### src/rtl/cwait_merge_n_sync.sv
// N-channel wait-merge (join). Each channel feeds its own small FIFO.
// When every enabled FIFO holds a word and the output register can take
// a beat, one word is popped from each enabled FIFO. The words are
// concatenated into a registered beat, with channel 0 in the LSBs.

// Per-channel FIFO. Full and empty are derived from read and write
// pointers that carry one extra wrap bit.
module cwait_merge_n_sync_fifo #(
    parameter int DW    = 32,
    parameter int DEPTH = 2
) (
    input  logic          clk,
    input  logic          rst,
    input  logic          push,
    input  logic [DW-1:0] din,
    input  logic          pop,
    output logic [DW-1:0] dout,
    output logic          full,
    output logic          empty
);
    localparam int AW = $clog2(DEPTH);

    logic [DW-1:0] mem [DEPTH];
    logic [AW:0]   wr_ptr;
    logic [AW:0]   rd_ptr;

    // Storage write. The contents need no reset because the pointers
    // decide which entries are valid.
    always_ff @(posedge clk) begin
        if (push) mem[wr_ptr[AW-1:0]] <= din;
    end

    // Pointer update. Pointers wrap naturally modulo 2*DEPTH.
    always_ff @(posedge clk) begin
        if (rst) begin
            wr_ptr <= '0;
            rd_ptr <= '0;
        end else begin
            if (push) wr_ptr <= wr_ptr + 1'b1;
            if (pop)  rd_ptr <= rd_ptr + 1'b1;
        end
    end

    assign dout  = mem[rd_ptr[AW-1:0]];
    assign empty = (wr_ptr == rd_ptr);
    assign full  = (wr_ptr[AW] != rd_ptr[AW]) &&
                   (wr_ptr[AW-1:0] == rd_ptr[AW-1:0]);
endmodule

module cwait_merge_n_sync #(
    parameter int N_CH  = 2,
    parameter int DW    = 32,
    parameter int DEPTH = 2,
    parameter int CNT_W = 16
) (
    input  logic               clk,
    input  logic               rst,
    input  logic [N_CH-1:0]    i_drive,
    input  logic [N_CH*DW-1:0] i_data,
    output logic [N_CH-1:0]    o_free,
    input  logic [N_CH-1:0]    i_chanMask,
    output logic               o_driveNext,
    output logic [N_CH*DW-1:0] o_data,
    output logic [N_CH-1:0]    o_laneMask,
    input  logic               i_freeNext,
    output logic [CNT_W-1:0]   o_mergeCount
);
    logic [N_CH-1:0]         full;
    logic [N_CH-1:0]         empty;
    logic [N_CH-1:0]         push;
    logic [N_CH-1:0]         pop;
    logic [N_CH-1:0][DW-1:0] head;
    logic [N_CH*DW-1:0]      merged;
    logic                    slot_free;
    logic                    all_ready;
    logic                    join_fire;

    // o_free depends only on registered FIFO state. A full FIFO refuses a
    // push even when it is popped on the same edge, so there is no path
    // from i_freeNext to o_free.
    assign o_free = ~full;
    assign push   = i_drive & ~full;
    assign pop    = join_fire ? i_chanMask : '0;

    for (genvar k = 0; k < N_CH; k++) begin : g_lane
        cwait_merge_n_sync_fifo #(.DW(DW), .DEPTH(DEPTH)) u_fifo (
            .clk   (clk),
            .rst   (rst),
            .push  (push[k]),
            .din   (i_data[k*DW +: DW]),
            .pop   (pop[k]),
            .dout  (head[k]),
            .full  (full[k]),
            .empty (empty[k])
        );
    end

    // A disabled channel never blocks the join. An all-zero mask never joins.
    assign slot_free = !o_driveNext || i_freeNext;
    assign all_ready = &(~i_chanMask | ~empty);
    assign join_fire = (|i_chanMask) && all_ready && slot_free;

    // Assemble the next beat. Disabled lanes read as zero.
    always_comb begin
        merged = '0;
        for (int k = 0; k < N_CH; k++) begin
            if (i_chanMask[k]) merged[k*DW +: DW] = head[k];
        end
    end

    // Output beat register. Data and mask hold while a beat is stalled or
    // after it drains.
    always_ff @(posedge clk) begin
        if (rst) begin
            o_driveNext <= 1'b0;
            o_data      <= '0;
            o_laneMask  <= '0;
        end else if (join_fire) begin
            o_driveNext <= 1'b1;
            o_data      <= merged;
            o_laneMask  <= i_chanMask;
        end else if (i_freeNext) begin
            o_driveNext <= 1'b0;
        end
    end

    // Count completed downstream handshakes. The counter wraps naturally.
    always_ff @(posedge clk) begin
        if (rst)                            o_mergeCount <= '0;
        else if (o_driveNext && i_freeNext) o_mergeCount <= o_mergeCount + CNT_W'(1);
    end
endmodule

### config.mk
export PLATFORM = sky130hd
export DESIGN_NAME = cwait_merge_n_sync
export DESIGN_NICKNAME = d
export VERILOG_FILES = /design/src/rtl/cwait_merge_n_sync.sv
export SDC_FILE = /design/constraint.sdc
export NUM_CORES = 1
export LEC_CHECK = 0
export CELL_PAD_IN_SITES_DETAIL_PLACEMENT = 0
export CELL_PAD_IN_SITES_GLOBAL_PLACEMENT = 1
export CORE_MARGIN = 3
export CORE_UTILIZATION = 35
export DETAILED_ROUTE_END_ITERATION = 8
export GPL_TIMING_DRIVEN = 0
export PLACE_DENSITY = 0.82
export SLEW_MARGIN = 10
export SYNTH_ARGS = -nofsm -noshare
export SYNTH_HDL_FRONTEND = slang
export SYNTH_SLANG_ARGS = --single-unit
export TNS_END_PERCENT = 20
### constraint.sdc
create_clock -name clk -period 2.7 [get_ports clk]
set_input_delay 0.81 -clock clk [delete_from_list [all_inputs] [get_ports clk]]
set_output_delay 0.81 -clock clk [all_outputs]
set_load 0.05 [all_outputs]
Word level (Yosys, flattened, before mapping)

Memory sizes are Yosys's and may differ from the RTL's. A register that Yosys moved wholly into a read port is not among the register bits.
Cells that the tools add are included.

Register bits: 91
RAM bits: 128
Logic and storage cells: 49
Memories kept: 2

Reduce and logical (&&, ||, !) cells: 10
Add/subtract/negate cells: 5
Multiplexer cells: 13
Equality and inequality tests: 6
Bitwise operators: 5

Memories:

| memory               | depth | bits a word | rd ports | clocked after Yosys merged registers in | wr ports | RTL line | source |
|---|---|---|---|---|---|---|---|
| g_lane[0].u_fifo.mem | 2     | 32          | 1        | 1                                       | 1        | 23       | `logic [DW-1:0] mem [DEPTH];` |
| g_lane[1].u_fifo.mem | 2     | 32          | 1        | 1                                       | 1        | 23       |  |

Operator list:

| operator                                       | count |
|---|---|
| 2-to-1 mux 32 bit                              | 2 |
| adder 16 x 1 -> 16 bit (second input constant) | 1 |
| 2-to-1 mux 1 bit                               | 10 |
| adder 2 x 1 -> 2 bit (second input constant)   | 4 |
| NOT 2 bit                                      | 3 |
| logical AND 1 bit                              | 5 |
| == test 2 bit                                  | 2 |
| AND 2 bit                                      | 1 |
| == test 1 bit                                  | 2 |
| 2-to-1 mux 2 bit                               | 1 |
| != test 1 bit                                  | 2 |
| bitwise OR 2 bit                               | 1 |
| AND reduction 2 bit                            | 1 |
| nonzero test 2 bit                             | 1 |
| OR reduction 2 bit                             | 1 |
| zero test 1 bit                                | 1 |
| logical OR 1 bit                               | 1 |

Depth between registers and ports, before layout

Depth after elaboration: 9
Mapped depth: 7

Modules after synthesis

A second synthesis with hierarchy kept.

Cell total of the unflattened synthesis: 637
Area total of the unflattened synthesis: 8605.8 um^2

Modules (own cells, without submodules):

| module                  | instances | area an instance (um^2) | seq. area each (um^2) | cells each |
|---|---|---|---|---|
| cwait_merge_n_sync_fifo | 2         | 2682.6                  | 2021.9                | 122 |
| cwait_merge_n_sync      | 1         | 3240.6                  | 1661.6                | 393 |

Least setup slack after synthesis

OpenSTA, ideal clock, no wires.

Path kind: input to register
Start point: input i_drive[1]
End point: memory g_lane[1].u_fifo.mem[0][0], enable pin
Required time: 2279 ps
Path slack: -23 ps
Data arrival time: 2302 ps
Stages on the path: 2
Cells stage by stage: o21ai_0 > nor2_1

Word-level cells in the longest chain between the ends: 3

Ends and longest elaborated chain:

| what                                   | RTL line | source |
|---|---|---|
| start, declared                        | 58       | `input logic [N_CH-1:0] i_drive,` |
| AND 2 bit                              | 82       | `assign push = i_drive & ~full;` |
| 2-to-1 mux 1 bit                       | 30       | `if (push) mem[wr_ptr[AW-1:0]] <= din;` |
| 2-to-1 mux 1 bit (implied by the code) | 30       |  |
| end, declared                          | 23       |  |

No other way between the ends.

Worst setup path in the final report

Start point: input i_freeNext
End point: register o_data[37]

Word-level cells in the longest chain between the ends: 2

Ends and longest elaborated chain:

| what                 | RTL line | source |
|---|---|---|
| start, declared      | 65       | `input logic i_freeNext,` |
| logical OR 1 bit     | 99       | `assign slot_free = !o_driveNext \|\| i_freeNext;` |
| logical AND 1 bit    | 101      | `assign join_fire = (\|i_chanMask) && all_ready && slot_free;` |
| end signal, assigned | 120      | `o_data <= merged;` |
| end, declared        | 63       | `output logic [N_CH*DW-1:0] o_data,` |

No other way between the ends.
A chain may end at the register's enable or synchronous reset.

==> impl_metrics.json <==
{
  "synth.distinct_cells": 43,
  "start_util_pct": 36.2,
  "antenna_cells": 0,
  "num-nets-final": 973,
  "fin_crit_sh_pct": 98.0,
  "arrival_ns": 3.06,
  "cp_cell_sequence": "clkdlybuf4s50_1, and2b_2, a31oi_2, buf_2, buf_1, nand3_1, o21ai_0",
  "r2r_setup_slack_ns": 0.56,
  "fp.dieW_um": 163,
  "yosysMostFrequentCell": "edfxtp_1",
  "yosys.area.top_type_share_pct": 44.5,
  "grt_pass1_vias": 5908,
  "chipHeight_um": 163,
  "r2r-start": "g_lane[1].u_fifo.wr_ptr[0]",
  "grt_first_pass_wirelength_um": 31400,
  "synth_top_area_cell": "edfxtp_1",
  "async_flop_share_pct": 0,
  "ioPinCount": 156,
  "worstPathRequired_ns": 3.12,
  "hold_path.class": "register to register",
  "drv_slew": 0,
  "ys_top_cells_by_count": "edfxtp_1 (128), dfxtp_1 (93), nor2_1 (84), o21ai_0 (73)",
  "io_buffers": 153,
  "detail-route-antenna-nets": 0,
  "ys_ff_latch": 221,
  "max_stage_delay_ns": 0.60,
  "r2r_cells": 7,
  "crit_type": "primary input to register",
  "path_max_fanout": 10,
  "clkSinkCount": 221,
  "core_um2": 23900,
  "place_ws_ns": -0.445,
  "syn_nets": 791,
  "path_clk_slew_ns": 0.06,
  "netlist_area_um2": 8640,
  "final_cells": 1238,
  "insertion_delay_ns": 0.51,
  "rsz0062_at_grt": "true",
  "post-cts-setup-buffer-count": 0,
  "drt_drc_violations_left": 0,
  "dp_hpwl_um": 13500,
  "achievable-frequency_mhz": 378,
  "worstHoldEndpoint": "o_data[47]",
  "dr.pass1.iters": 4,
  "ir_drop_mv": 0.570,
  "htree_levels": 1,
  "synthCells": 719,
  "rows": 56,
  "grt_overflow": 0,
  "cp-start-kind": "primary input",
  "min-delay-start": "o_data[47]",
  "power_density_nw_per_um2": 819,
  "synth-main-ff-cell": "edfxtp_1",
  "area_growth_pct": 33.7,
  "min_period_ns": 2.65,
  "clk_path_buf_depth": 3,
  "skew_ns": 0.0105,
  "cts_root_buf": "clkbuf_16",
  "max_slew_margin_pct": 46.3,
  "numCtsBuffers": 25,
  "path_delay_family": "buffers and inverters",
  "cts_resized": 6,
  "finalHoldViolCount": 0,
  "initialDrtViolationCount": 340,
  "min_path_cells": 2,
  "gp_congestion": 0.775,
  "wl_um": 20200,
  "yosysWarnings": 0,
  "setup.worst_path.end_class": "register",
  "die_area_um2": 26600,
  "max-cap-violations": 0,
  "synthTopCellsByArea": "edfxtp_1 (44%), dfxtp_1 (22%), mux2i_1 (7.4%), nand2b_1 (5.1%), o21ai_0 (4.2%)",
  "cts_tree": "done",
  "dp.cells": 1193,
  "synth_enable_flop_cells": 128,
  "drt-wirelength-per-cell_um": 16.3,
  "cp_slowest_cell": "clkdlybuf4s50_1",
  "outcome": "finished, final reports clean",
  "grt_usage_pct": 14.9,
  "ctsHoldBuffers": 0,
  "ys_seq_area_share_pct": 66.0,
  "layout_setup_ws_ns": 0.0543,
  "antenna_found_initial": 0,
  "reg2reg_to": "o_data[37]",
  "vias": 5895,
  "syn_area_per_cell_um2": 12.0,
  "routed_via_density": 4.76,
  "p_leak_nw": 3.84,
  "grt_max_degree": 33,
  "drive_gt1_share_pct": 9.03,
  "worst_pin_slew_ns": 0.804,
  "setup_violations": 0,
  "cp.buffers_inverters": 3
}
==> state kept, by name (all words and copies together) (netlist names), named ones only <==
name                  cells
g_lane.u_fifo.mem       128
g_lane.u_fifo.rd_ptr      4
g_lane.u_fifo.wr_ptr      4
o_data                   64
o_driveNext               1
o_laneMask                2
o_mergeCount             16
==> report_power, final <==
part / switching (mW) / internal, mW / leakage [nW]
clock network: 1.32 / 2.39 / 0.439
logic: 1.14 / 0.592 / 1.45
registers: 0.117 / 3.90 / 1.95
==> routing by layer <==
| metal | vias to the layer above | share of wire, % | wire, um | track usage [%] |
|---|---|---|---|---|
| li1 | 2910 | - | - | - |
| met1 | 2819 | 44 | 8930 | 19.1 |
| met2 | 140 | 48 | 9730 | 25.4 |
| met3 | 26 | 6.0 | 1220 | 3.42 |
| met4 | 0 | 1.7 | 346 | 3.92 |
| met5 | - | 0 | 0 | 0 |
==> cell type report <==
class | count | area, um^2
Tap cell | 319 | 399
Sequential cell | 221 | 5710
Timing Repair Buffer | 155 | 1580
Multi-Input combinational cell | 441 | 2700
Clock buffer | 29 | 651
Inverter | 7 | 26.3
Fill cell | 2128 | 12300
Clock inverter | 16 | 262
Buffer | 50 | 233
==> placed cells by master (no fill, tap or decap), types with 9 or more instances in the layout <==
master           netlist  routed
buf_2                 11      11
mux2i_1               64      64
nand2_1               10      10
clkbuf_16              0      25
xnor2_1               10       9
nor2_1                84      82
nand3_1               70      70
dfxtp_1               93      93
xor2_1                10      10
clkdlybuf4s50_1        0     150
clkbuf_1              30      30
a21oi_1               12      12
o21ai_0               73      73
edfxtp_1             128     128
nand2b_1              70      70
==> metrics by stage <==
stage          utilization [%]  instance area, um^2  hold WS, ns  TNS [ns]  power, mW
5_1_grt                   48.3                11600        0.499    -0.602       9.86
2_1_floorplan                -                 8640        0.463    -0.620       5.17
3_5_place_dp              44.5                10600        0.465    -22.12       5.83
3_3_place_gp              44.2                10600        0.460    -94.21       5.78
4_1_cts                   48.3                11500        0.477         0       9.57
6_report                  48.3                11600        0.475         0       9.45
==> worst min-delay path, delay by kind of cell (launching register included) <==
family / cells / cell delay, ns
compound gates: 1 / 0.06
simple gates: 1 / 0.06
flops: 1 / 0.31
==> logic make-up (layout without fill, tap and decap cells) <==
family / count (synthesis) / count (layout) / synth area share, %
mux: 65 / 65 / 7.55
flops: 221 / 221 / 66.0
simple gates: 262 / 262 / 15.5
compound gates: 93 / 93 / 5.72
buf+inv: 57 / 257 / 2.97
fa+ha+maj: 1 / 1 / 0.145
xor+xnor: 20 / 20 / 2.03
==> worst max-delay path by stage <==
| stage | start | end | cells past startpoint |
|---|---|---|---|
| 2_1_floorplan | i_drive[0] | g_lane[0].u_fifo.mem[0][0] | 2 |
| 3_3_place_gp | i_drive[0] | g_lane[0].u_fifo.mem[0][29] | 3 |
| 3_5_place_dp | i_freeNext | o_data[37] | 7 |
| 4_1_cts | i_freeNext | o_data[61] | 7 |
| 5_1_grt | i_freeNext | o_data[48] | 7 |
| 6_report | i_freeNext | o_data[37] | 7 |
No activity file was read; power rests on OpenSTA's default activity.
